[config.mk]
export PLATFORM = sky130hd
export DESIGN_NAME = pipe_dec_exe_stage
export DESIGN_NICKNAME = d
export VERILOG_FILES = /design/src/rtl/pipe_pkg.sv /design/src/rtl/pipe_sat_counter.sv /design/src/rtl/pipe_dec_exe_stage.sv
export SDC_FILE = /design/constraint.sdc
export NUM_CORES = 1
export LEC_CHECK = 0
export ABC_CLOCK_PERIOD_IN_PS = 2700
export CAP_MARGIN = 20
export CORE_UTILIZATION = 47
export DETAILED_ROUTE_END_ITERATION = 10
export HOLD_SLACK_MARGIN = 0.02
export PLACE_DENSITY = 0.95
export SLEW_MARGIN = 20
export SYNTH_ARGS = -nofsm -noshare
export SYNTH_HDL_FRONTEND = slang
export SYNTH_HIERARCHICAL = 1
export SYNTH_SLANG_ARGS = --single-unit
[constraint.sdc]
create_clock -name clk -period 2.7 [get_ports clk]
set_input_delay 0.405 -clock clk [delete_from_list [all_inputs] [get_ports clk]]
set_output_delay 0.405 -clock clk [all_outputs]
set_load 0.02 [all_outputs]
[src/rtl/pipe_pkg.sv]
// rtl/pipe_pkg.sv - shared decode/execute bundle types and constants
package pipe_pkg;

    localparam int DATA_W_C = 32;
    localparam int REG_AW_C = 4;
    localparam int CTRL_W_C = 8;

    // Default-width decode-to-execute payload; field order is ctrl, WA3, RD1, RD2, immExt.
    typedef struct packed {
        logic [CTRL_W_C-1:0] ctrl;
        logic [REG_AW_C-1:0] wa3;
        logic [DATA_W_C-1:0] rd1;
        logic [DATA_W_C-1:0] rd2;
        logic [DATA_W_C-1:0] imm_ext;
    } dec_exe_bundle_t;

    localparam int              BUNDLE_W_C = $bits(dec_exe_bundle_t);
    localparam dec_exe_bundle_t DE_BUBBLE  = '0;

endpackage

[src/rtl/pipe_sat_counter.sv]
// rtl/pipe_sat_counter.sv - saturating up-counter with synchronous clear
module pipe_sat_counter #(
    parameter int W = 16
) (
    input  logic         clk,
    input  logic         rst,
    input  logic         clr_i,
    input  logic         inc_i,
    output logic [W-1:0] cnt_o
);

    localparam logic [W-1:0] CNT_MAX = '1;

    logic [W-1:0] cnt_q;
    logic [W-1:0] cnt_d;

    // Next count: clear wins, otherwise step by one and stick at all-ones.
    always_comb begin
        cnt_d = cnt_q;
        if (clr_i) begin
            cnt_d = '0;
        end else if (inc_i && (cnt_q != CNT_MAX)) begin
            cnt_d = cnt_q + 1'b1;
        end
    end

    // Counter register with synchronous reset.
    always_ff @(posedge clk) begin
        if (rst) begin
            cnt_q <= '0;
        end else begin
            cnt_q <= cnt_d;
        end
    end

    assign cnt_o = cnt_q;

endmodule

[src/rtl/pipe_dec_exe_stage.sv]
// rtl/pipe_dec_exe_stage.sv - D->E pipeline register with handshake, flush, stall counter; optional skid slot via PIPE_DE_SKID_EN
module pipe_dec_exe_stage
    import pipe_pkg::*;
#(
    parameter int DATA_W = DATA_W_C,
    parameter int REG_AW = REG_AW_C,
    parameter int CTRL_W = CTRL_W_C,
    parameter int CNT_W  = 16
) (
    input  logic              clk,
    input  logic              rst,
    input  logic              valid_d,
    output logic              ready_d,
    input  logic [DATA_W-1:0] immExtD,
    input  logic [DATA_W-1:0] RD1D,
    input  logic [DATA_W-1:0] RD2D,
    input  logic [REG_AW-1:0] WA3D,
    input  logic [CTRL_W-1:0] ctrlD,
    input  logic              flush,
    output logic              valid_e,
    input  logic              ready_e,
    output logic [DATA_W-1:0] immExtE,
    output logic [DATA_W-1:0] RD1E,
    output logic [DATA_W-1:0] RD2E,
    output logic [REG_AW-1:0] WA3E,
    output logic [CTRL_W-1:0] ctrlE,
    output logic [CNT_W-1:0]  stall_cnt
);

    // Same layout as dec_exe_bundle_t, but sized by this instance's parameters.
    typedef struct packed {
        logic [CTRL_W-1:0] ctrl;
        logic [REG_AW-1:0] wa3;
        logic [DATA_W-1:0] rd1;
        logic [DATA_W-1:0] rd2;
        logic [DATA_W-1:0] imm_ext;
    } bundle_t;

    localparam bundle_t BUBBLE = '0;

    bundle_t in_w;
    bundle_t main_q;
    bundle_t main_d;
    logic    valid_e_q;
    logic    valid_e_d;
    logic    accept;
    logic    stall_inc;

    assign in_w.ctrl    = ctrlD;
    assign in_w.wa3     = WA3D;
    assign in_w.rd1     = RD1D;
    assign in_w.rd2     = RD2D;
    assign in_w.imm_ext = immExtD;

    assign accept = valid_d & ready_d;

`ifdef PIPE_DE_SKID_EN

    bundle_t skid_q;
    bundle_t skid_d;
    logic    skid_valid_q;
    logic    skid_valid_d;

    // Registered ready: decode may push while the skid slot is empty, even during a stall.
    assign ready_d = !skid_valid_q;

    // Next state for main and skid slots; the skid entry always leaves before a newer one.
    always_comb begin
        main_d       = main_q;
        valid_e_d    = valid_e_q;
        skid_d       = skid_q;
        skid_valid_d = skid_valid_q;
        if (flush) begin
            valid_e_d    = 1'b0;
            main_d.ctrl  = '0;
            skid_valid_d = 1'b0;
        end else if (!valid_e_q || ready_e) begin
            if (skid_valid_q) begin
                main_d    = skid_q;
                valid_e_d = 1'b1;
                if (accept) begin
                    skid_d       = in_w;
                    skid_valid_d = 1'b1;
                end else begin
                    skid_valid_d = 1'b0;
                end
            end else if (accept) begin
                main_d    = in_w;
                valid_e_d = 1'b1;
            end else if (valid_e_q) begin
                valid_e_d   = 1'b0;
                main_d.ctrl = '0;
            end
        end else if (accept) begin
            skid_d       = in_w;
            skid_valid_d = 1'b1;
        end
    end

    // Skid slot register; contents only matter while skid_valid_q is set.
    always_ff @(posedge clk) begin
        if (rst) begin
            skid_q       <= BUBBLE;
            skid_valid_q <= 1'b0;
        end else begin
            skid_q       <= skid_d;
            skid_valid_q <= skid_valid_d;
        end
    end

`else

    logic drain;

    assign drain   = valid_e_q & ready_e;
    // Accept whenever the register is empty or is being emptied this cycle.
    assign ready_d = !valid_e_q | ready_e;

    // Next state in priority order: flush, accept, drain-only bubble, hold.
    always_comb begin
        main_d    = main_q;
        valid_e_d = valid_e_q;
        if (flush) begin
            valid_e_d   = 1'b0;
            main_d.ctrl = '0;
        end else if (accept) begin
            main_d    = in_w;
            valid_e_d = 1'b1;
        end else if (drain) begin
            valid_e_d   = 1'b0;
            main_d.ctrl = '0;
        end
    end

`endif

    // Main execute-side register; data fields persist across bubbles, ctrl does not.
    always_ff @(posedge clk) begin
        if (rst) begin
            main_q    <= BUBBLE;
            valid_e_q <= 1'b0;
        end else begin
            main_q    <= main_d;
            valid_e_q <= valid_e_d;
        end
    end

    assign valid_e = valid_e_q;
    assign immExtE = main_q.imm_ext;
    assign RD1E    = main_q.rd1;
    assign RD2E    = main_q.rd2;
    assign WA3E    = main_q.wa3;
    assign ctrlE   = main_q.ctrl;

    // A flushed stall cycle is not charged to the counter.
    assign stall_inc = valid_e_q & ~ready_e & ~flush;

    pipe_sat_counter #(
        .W (CNT_W)
    ) u_stall_cnt (
        .clk   (clk),
        .rst   (rst),
        .clr_i (1'b0),
        .inc_i (stall_inc),
        .cnt_o (stall_cnt)
    );

endmodule

==> metrics, run 1 <==
outcome finished, final reports clean; Fin. Hold Viols 0; mapped cell area 0.00583 mm^2; f_max 476 MHz; Max-slew headroom 0.494; drt drc 0; Final setup viols 0; most used cell, CP clkdlybuf4s50_1; critical path data required time 2300 ps; hold path start RD2E[28]; area grow syn2layout 49.5%; Final Max Tran Viols 0; Synth Flop Type dfxtp_1; io pins 239; minimum clock period 2100 ps; Die Width around 110 um; Final TNS setup 0 ps; largest net degree at the start of global routing about 150; Hold Path Depth 2; via count 4739; critical path class in -> out; CTS tree built; CTS Hold Buffers Added 0; r2r setup slk 640 ps; Worst Skew ~7.1 ps; sequential-to-total area share from yosys stat 0.429; initial drt markers 226; nets 905; via/cell ratio approximately 4.9; Psw 1.14 mW; most frequent cells in the layout clkdlybuf4s50_1, nand2b_1, dfxtp_1; worst-case reg-to-reg path depth 7; register area about 0.0025 mm^2; CP Launch Type input port; WL per Instance 14.8 um; Core ar. 0.0121 mm^2; Placer Congestion 0.843; FILL cells around 820; GRT Resource Usage Total 0.224; Worst-Skew Late Latency 420 ps; CP delay by family, top buffers and inverters; Final period util 0.779; R2R Path Start valid_e; CTS root buffer clkbuf_16; Total Power 4.88 mW; post-CTS resize count 0; multi-input logic area 0.00299 mm^2; overall overflow remaining after global route 0; clk buf depth 2; Die Y ~110 um; Internal 3.74 mW; Mapped Cells 562; Worst VDD drop 0.360 mV; RSZ-0062 raised after global routing no; Clock Power Share 0.448; number of global-route vias before repair 4831; DRT Wirelength 14.4 mm; fin util 0.723; first-pass GRT wire length 22.7 mm; Arr. time, crit path around 1700 ps; static leakage 3.20 nW; initial antenna violation count 0; Initial Util 0.483; FF+latch count, synth about 130; worst hold path type reg -> reg; crit-path cells clkdlybuf4s50_1 > nor2b_4 > inv_2 > clkdlybuf4s50_1; Sw Ratio 0.233; CP Max Fanout 4; Syn Area/Cell 10.4 um^2; Port Buf Inserts approximately 240; die area 0.0129 mm^2; DPL Wire Length 10.1 mm; Seq pwr share 0.405; pwr/cell area roughly 560 mW/mm^2; First-pass DRT Iterations 5; slowest stage delay, CP 550 ps; number of distinct library cells after synthesis 47; Endpoint, Worst Hold RD2E[28]; Post-CTS Setup Inserts 0; commonest non-fill, non-tap cell in the layout clkdlybuf4s50_1; ys async rst share 0; Post-synth EDFFs 0; DRT antenna net count 0; Comb pwr share 0.147; Warnings, synthesis 6; CTS buffer count 17; H-tree lvl count 4; ANT cells 0; Worst path slowest cell clkdlybuf4s50_1; Critical path buffers and inverters 3; FP Rows 40; clock slew at reported path FFs 50 ps; max cap viols 0; reg-to-reg endpoint u_stall_cnt/cnt_o[15]; worst slew pin tran 757 ps; CTS Sinks 125; crit path capture type primary output; layout cells sized above 1 0.0609
==> per-layer routing <==
| layer | track usage | wire, um |
|---|---|---|
| met5 | 0 | 0 |
| met4 | 0.105 | 386 |
| met3 | 0.0685 | 1050 |
| met2 | 0.411 | 7300 |
| met1 | 0.234 | 5670 |
==> Yosys cell counts (3+ instances only) <==
cell type	instances	area, um^2
nand2b_1	200	1250
dfxtp_1	125	2500
mux2i_1	106	1060
clkbuf_1	20	75.1
nand2_1	13	48.8
buf_12	11	220
a22o_1	8	70.1
a21oi_1	6	30.0
nand3_1	5	25.0
a31oi_1	4	25.0
nor2_1	4	15.0
o21ai_0	4	20.0
or3_1	4	25.0
a211oi_1	3	22.5
and3_1	3	18.8
nand4_1	3	18.8
nor3_1	3	15.0
or3_2	3	22.5
==> tightest hold or removal path, cell delays in order, from the launching register on <==
cell and delay (ps):
dfxtp_1 300, nand2b_1 60, mux2i_1 60
==> sequential cells by signal, indices dropped and copies added (netlist names) <==
signal,flops
ctrlE,8
RD1E,32
RD2E,32
WA3E,4
u_stall_cnt/cnt_o,16
valid_e,1
immExtE,32
==> layout make-up <==
type | instances | share of cell area
inverter | 2 | 0.000861
tap | 168 | 0.0241
multi-input combinational | 403 | 0.344
clock inverter | 8 | 0.0103
clock buffer | 24 | 0.0541
timing repair buffer | 242 | 0.280
sequential | 125 | 0.287
==> stage by stage <==
step	hold slack, ps	std cells	worst slack, ps	instance area, um^2
after detailed placement	462	940	264	8150
final	471	972	597	8710
after global placement	457	940	366	8150
after floorplan	484	568	783	5850
after CTS	471	972	587	8710
after global routing	482	972	504	8710
==> worst max path at each step <==
stage	start	to	slack, ps	depth (start not counted)
finish	ready_e	ready_d	600	4
global route	ready_e	u_stall_cnt/cnt_o[11]	500	8
CTS	ready_e	ready_d	590	4
detailed placement	ready_e	u_stall_cnt/cnt_o[15]	260	8
global placement	ready_e	u_stall_cnt/cnt_o[11]	370	8
floorplan	valid_e	u_stall_cnt/cnt_o[12]	780	8
==> cells by family after synthesis <==
family | count (synthesis) | synth area share
muxes | 106 | 0.182
other | 1 | 0.000643
adders and majority gates | 1 | 0.00215
AOI/OAI and AO/OA | 36 | 0.0479
and+or+nand+nor | 253 | 0.277
buffers and inverters | 40 | 0.0610
DFF | 125 | 0.429
==> power by group through the flow <==
stage / sequential (mW) / combinational [mW] / clock (mW)
after floorplan: 2.11 / 0.276 / 0
after detailed placement: 2.01 / 0.719 / 0
after global routing: 1.98 / 0.765 / 2.29
final: 1.97 / 0.718 / 2.18
after CTS: 1.97 / 0.724 / 2.21
after global placement: 2.01 / 0.698 / 0
Note: power is estimated with default switching activity, not from simulation.
==> run 2: changes to the inputs <==
--- a/config.mk
+++ b/config.mk
@@ -5,12 +5,12 @@
 export SDC_FILE = /design/constraint.sdc
 export NUM_CORES = 1
 export LEC_CHECK = 0
-export ABC_CLOCK_PERIOD_IN_PS = 2700
+export ABC_CLOCK_PERIOD_IN_PS = 1800
 export CAP_MARGIN = 20
-export CORE_UTILIZATION = 47
+export CORE_UTILIZATION = 39
 export DETAILED_ROUTE_END_ITERATION = 10
 export HOLD_SLACK_MARGIN = 0.02
-export PLACE_DENSITY = 0.95
+export PLACE_DENSITY = 0.89
 export SLEW_MARGIN = 20
 export SYNTH_ARGS = -nofsm -noshare
 export SYNTH_HDL_FRONTEND = slang
==> constraint.sdc (replaced) <==
create_clock -name clk -period 1.8 [get_ports clk]
set_input_delay 0.27 -clock clk [delete_from_list [all_inputs] [get_ports clk]]
set_output_delay 0.27 -clock clk [all_outputs]
set_load 0.02 [all_outputs]
==> run 2 against run 1 <==
  * Global-route usage is 3.6 points lower
  * Combinational power is 55% higher
  * Register-to-register slack worse by 550 ps
  * Clock power is 60% higher
  * Final cell count is 3.7% higher
  * Core utilization is 10 points lower
  * Worst setup slack worse by 560 ps
  * Sequential cell count stayed put
  * Clock-buffer cell count is 1 higher
  * Die area is 20% higher
  * Non-clock buffer count is 21 higher
  * Sequential share of layout area is 0.86 points lower
  * Critical path type is now reg -> out
==> metrics, run 2 (same netlist as run 1, synthesis figures left out) <==
max cap viols 0 (unchanged); io pins 239 (unchanged); drt drc 0 (unchanged); critical path class reg -> out (was in -> out); DRT Wirelength 14.2 mm (was 14.4 mm); Initial Util 0.401 (was 0.483); minimum clock period 1760 ps; CTS Sinks 125 (unchanged); Fin. Hold Viols 0 (unchanged); largest net degree at the start of global routing 113 (was 151); clock slew at reported path FFs 50 ps (about the same); H-tree lvl count 4 (unchanged); CTS tree built (unchanged); FILL cells 1195 (was 815); crit-path cells clkdlybuf4s50_1 (was clkdlybuf4s50_1 > nor2b_4 > inv_2 > clkdlybuf4s50_1); Die Y 124 um (was 113 um); Core ar. 0.0145 mm^2 (was 0.0121 mm^2); commonest non-fill, non-tap cell in the layout clkdlybuf4s50_1 (unchanged); CP Launch Type register (was input port); layout cells sized above 1 0.0874 (was 0.0609); static leakage 3.43 nW (was 3.20 nW); Worst path slowest cell clkdlybuf4s50_1 (unchanged); CP Max Fanout 6 (was 4); Worst-Skew Late Latency 410 ps (was 420 ps); Die Width 124 um (was 113 um); FP Rows 44 (was 40); pwr/cell area 841 mW/mm^2 (was 559 mW/mm^2); area grow syn2layout 54.2% (was 49.5%); DRT antenna net count 0 (unchanged); Final period util 0.980; clk buf depth 2 (unchanged); Placer Congestion 0.794 (was 0.843); fin cells 1008 (was 972); die area 0.0154 mm^2 (was 0.0129 mm^2); First-pass DRT Iterations 6 (was 5); worst hold path type in -> reg (was reg -> reg); slowest stage delay, CP 660 ps (was 550 ps); r2r setup slk 90 ps (was 640 ps); worst slew pin tran 500 ps (was 757 ps); Final Max Tran Viols 0 (unchanged); pre-CTS worst setup slack -202 ps (was 264 ps); ANT cells 0 (unchanged); multi-input logic area 0.00300 mm^2 (was 0.00299 mm^2); CTS root buffer clkbuf_16 (unchanged); Final TNS setup 0 ps (unchanged); worst hold slack 172 ps (was 471 ps); via/cell ratio 4.70 (was 4.88); most frequent cells in the layout clkdlybuf4s50_1, nand2b_1, dfxtp_1 (unchanged); Port Buf Inserts 238 (unchanged); first-pass GRT wire length 23.5 mm (was 22.7 mm); Max-slew headroom 0.664 (was 0.494); DPL Wire Length 10.1 mm (about the same); outcome finished, final reports clean (unchanged); CTS Hold Buffers Added 0 (unchanged); via count 4733 (was 4739); post-route setup slack 35.8 ps (was 597 ps); CP delay by family, top buffers and inverters (unchanged); WL per Instance 14.1 um (was 14.8 um); Worst VDD drop 0.602 mV (was 0.360 mV); GRT Resource Usage Total 0.188 (was 0.224); CTS buffer count 17 (unchanged); number of global-route vias before repair 4696 (was 4831); nets 926 (was 905); Critical path buffers and inverters 1 (was 3); crit path capture type primary output (unchanged); Final setup viols 0 (unchanged); critical path data required time 1530 ps (was 2300 ps); f_max 567 MHz; Arr. time, crit path 1490 ps (was 1700 ps); Worst Skew 5.08 ps (was 7.14 ps); overall overflow remaining after global route 0 (unchanged); initial drt markers 208 (was 226); register area 0.00250 mm^2 (about the same); placed cell count 975 (was 940); initial antenna violation count 0 (unchanged)
## run 2: layer usage
| layer | global-route usage | share of wire |
|---|---|---|
| met3 | 0.0606 | 0.064 |
| met1 | 0.214 | 0.41 |
| met4 | 0.0787 | 0.019 |
| met5 | 0 | 0 |
| met2 | 0.322 | 0.51 |
## run 2: worst paths after layout
| check | startpoint | endpoint | cells past startpoint |
|---|---|---|---|
| min reg2reg | RD2E[10] | RD2E[10] | 2 |
| max reg2reg | valid_e | u_stall_cnt/cnt_o[9] | 7 |
| max | u_stall_cnt/cnt_o[0] | stall_cnt[0] | 1 |
| min | rst | valid_e | 2 |
## run 2: cell type report
| type | count | area share |
|---|---|---|
| clock buffer | 25 | 0.0551 |
| sequential | 125 | 0.279 |
| tap | 184 | 0.0256 |
| inverter | 2 | 0.000835 |
| clock inverter | 6 | 0.0120 |
| multi-input combinational | 403 | 0.333 |
| timing repair buffer | 263 | 0.295 |
## run 2: per-stage QoR
stage / total power, mW / instance area (um^2) / util
global route: 7.88 / 8990 / 0.618
floorplan: 3.58 / 5860 / -
CTS: 7.65 / 8960 / 0.617
detailed placement: 4.13 / 8370 / 0.576
global placement: 4.11 / 8370 / 0.576
finish: 7.56 / 8990 / 0.618
## run 2: what timing repair did
action	4_1_cts	5_1_grt
pin swaps	0	1
hold endpoints to repair	0	0
endpoints found under the setup margin	4	6
gates resized for setup	4	4
setup buffers	0	2
## run 2: report_power, final
group	total (mW)	switching, mW	internal, mW
logic	1.11	0.457	0.652
clock network	3.49	1.18	2.31
registers	2.96	0.0646	2.89
total	7.56	1.70	5.86
==> run 3: changes to the inputs <==
--- a/config.mk
+++ b/config.mk
@@ -5,12 +5,12 @@
 export SDC_FILE = /design/constraint.sdc
 export NUM_CORES = 1
 export LEC_CHECK = 0
-export ABC_CLOCK_PERIOD_IN_PS = 1800
+export ABC_CLOCK_PERIOD_IN_PS = 2200
 export CAP_MARGIN = 20
-export CORE_UTILIZATION = 39
+export CORE_UTILIZATION = 47
 export DETAILED_ROUTE_END_ITERATION = 10
 export HOLD_SLACK_MARGIN = 0.02
-export PLACE_DENSITY = 0.89
+export PLACE_DENSITY = 0.95
 export SLEW_MARGIN = 20
 export SYNTH_ARGS = -nofsm -noshare
 export SYNTH_HDL_FRONTEND = slang
==> constraint.sdc (replaced) <==
create_clock -name clk -period 2.2 [get_ports clk]
set_input_delay 0.33 -clock clk [delete_from_list [all_inputs] [get_ports clk]]
set_output_delay 0.33 -clock clk [all_outputs]
set_load 0.02 [all_outputs]
==> run 3 against run 2 <==
  * Wire length up 5.7%
  * Non-clock buffer count is 14 lower
  * Combinational power fell by 20%
  * Sequential power fell by 18%
  * Critical path depth up 4
  * Sequential cell count did not move
  * Global-route usage is 4.8 points higher
  * Final cell count fell by 3.0%
  * Via count rose by 1.6%
  * Final area fell by 1.9%
  * Register-to-register slack gained 300 ps
  * Die area fell by 17%
==> metrics, run 3 (same netlist as run 1, synthesis figures left out) <==
outcome finished, final reports clean (unchanged); Die Y 113 um (was 124 um); commonest non-fill, non-tap cell in the layout clkdlybuf4s50_1 (unchanged); static leakage 3.25 nW (was 3.43 nW); post-CTS resize count 0 (was 4); DPL Wire Length 10.6 mm (was 10.1 mm); nets 912 (was 926); CP Max Fanout 2 (was 6); fin cells 978 (was 1008); RSZ-0062 raised after global routing no; critical path class in -> out (was reg -> out); CTS tree built (unchanged); via count 4810 (was 4733); Final Max Tran Viols 0 (unchanged); Initial Util 0.483 (was 0.401); H-tree lvl count 4 (unchanged); ANT cells 0 (unchanged); clock slew at reported path FFs 50 ps (about the same); Max-slew headroom 0.480 (was 0.664); first-pass GRT wire length 23.7 mm (was 23.5 mm); Post-DP Area 0.00821 mm^2 (was 0.00837 mm^2); minimum clock period 1960 ps; GRT Resource Usage Total 0.236 (was 0.188); f_max 510 MHz; Final TNS setup 0 ps (unchanged); worst hold slack 469 ps (was 172 ps); Die Width 113 um (was 124 um); crit path capture type primary output (unchanged); pre-CTS worst setup slack 28.0 ps (was -202 ps); worst slew pin tran 777 ps (was 500 ps); layout cells sized above 1 0.0691 (was 0.0874); clk buf depth 2 (unchanged); Worst VDD drop 0.535 mV (was 0.602 mV); Worst-Skew Late Latency 420 ps (was 410 ps); Worst Skew 7.32 ps (was 5.08 ps); die area 0.0129 mm^2 (was 0.0154 mm^2); CP Launch Type input port (was register); fin util 0.731 (was 0.618); Final period util 0.892; overall overflow remaining after global route 0 (unchanged); Arr. time, crit path 1630 ps (was 1490 ps); CTS buffer count 17 (unchanged); WL per Instance 15.3 um (was 14.1 um); DRT antenna net count 0 (unchanged); DRT Wirelength 15.0 mm (was 14.2 mm); Placer Congestion 0.826 (was 0.794); worst hold path type in -> reg (unchanged); most frequent cells in the layout clkdlybuf4s50_1, nand2b_1, dfxtp_1 (unchanged); register area 0.00250 mm^2 (about the same); CTS Sinks 125 (unchanged); Port Buf Inserts 238 (unchanged); max cap viols 0 (unchanged); FILL cells 792 (was 1195); multi-input logic area 0.00299 mm^2 (was 0.00300 mm^2); final instance area 0.00882 mm^2 (was 0.00899 mm^2); Final setup viols 0 (unchanged); FP Rows 40 (was 44); critical path data required time 1870 ps (was 1530 ps); initial drt markers 236 (was 208); Fin. Hold Viols 0 (unchanged); Post-CTS Setup Inserts 0 (unchanged); Core ar. 0.0121 mm^2 (was 0.0145 mm^2); io pins 239 (unchanged); drt drc 0 (unchanged); post-route setup slack 237 ps (was 35.8 ps); initial antenna violation count 0 (unchanged); area grow syn2layout 51.3% (was 54.2%); pwr/cell area 702 mW/mm^2 (was 841 mW/mm^2); CTS Hold Buffers Added 0 (unchanged); via/cell ratio 4.92 (was 4.70); largest net degree at the start of global routing 100 (was 113); number of global-route vias before repair 4917 (was 4696); CTS root buffer clkbuf_16 (unchanged); Total Power 6.19 mW (was 7.56 mW); First-pass DRT Iterations 4 (was 6); placed cell count 947 (was 975)
-- run 3: cell types whose count changed in the layout (fill, tap and decap cells not counted), sizes merged --
cell	delta
buf	-14
clkdlybuf4s50	+8
dlygate4sd2	-4
dlymetal6s2s	-4
-- run 3: final timing paths --
| kind | from | end | slack (ps) | cells after the start |
|---|---|---|---|---|
| setup / recovery | ready_e | ready_d | 240 | 5 |
| hold reg to reg | WA3E[0] | WA3E[0] | 470 | 2 |
| setup reg to reg | valid_e | u_stall_cnt/cnt_o[11] | 390 | 7 |
| hold / removal | rst | valid_e | 470 | 2 |
-- run 3: cell type report --
cell class	instances	area share
flip-flops and latches	125	0.284
repair buffers	249	0.284
inverters	2	0.000851
clock buffers	25	0.0562
multi-input cells	403	0.340
clock inverters	6	0.0122
well taps	168	0.0238
-- run 3: where the power goes --
part,internal (mW),switching [mW]
clock,1.89,0.986
combinational,0.516,0.376
sequential,2.37,0.0550
total,4.78,1.42
-- run 3: critical path, stage by stage --
cell	delay [ps]
clkdlybuf4s50_1	500
nor2b_4	50
inv_2	50
buf_4	110
clkdlybuf4s50_1	590
-- run 3: metal layers --
layer  vias to the layer above  global-route usage  share of wire
met5                         -                   0              0
li1                       2345                   -              -
met3                        41              0.0855          0.077
met1                      2223               0.230           0.36
met4                         0               0.126          0.036
met2                       201               0.435           0.52
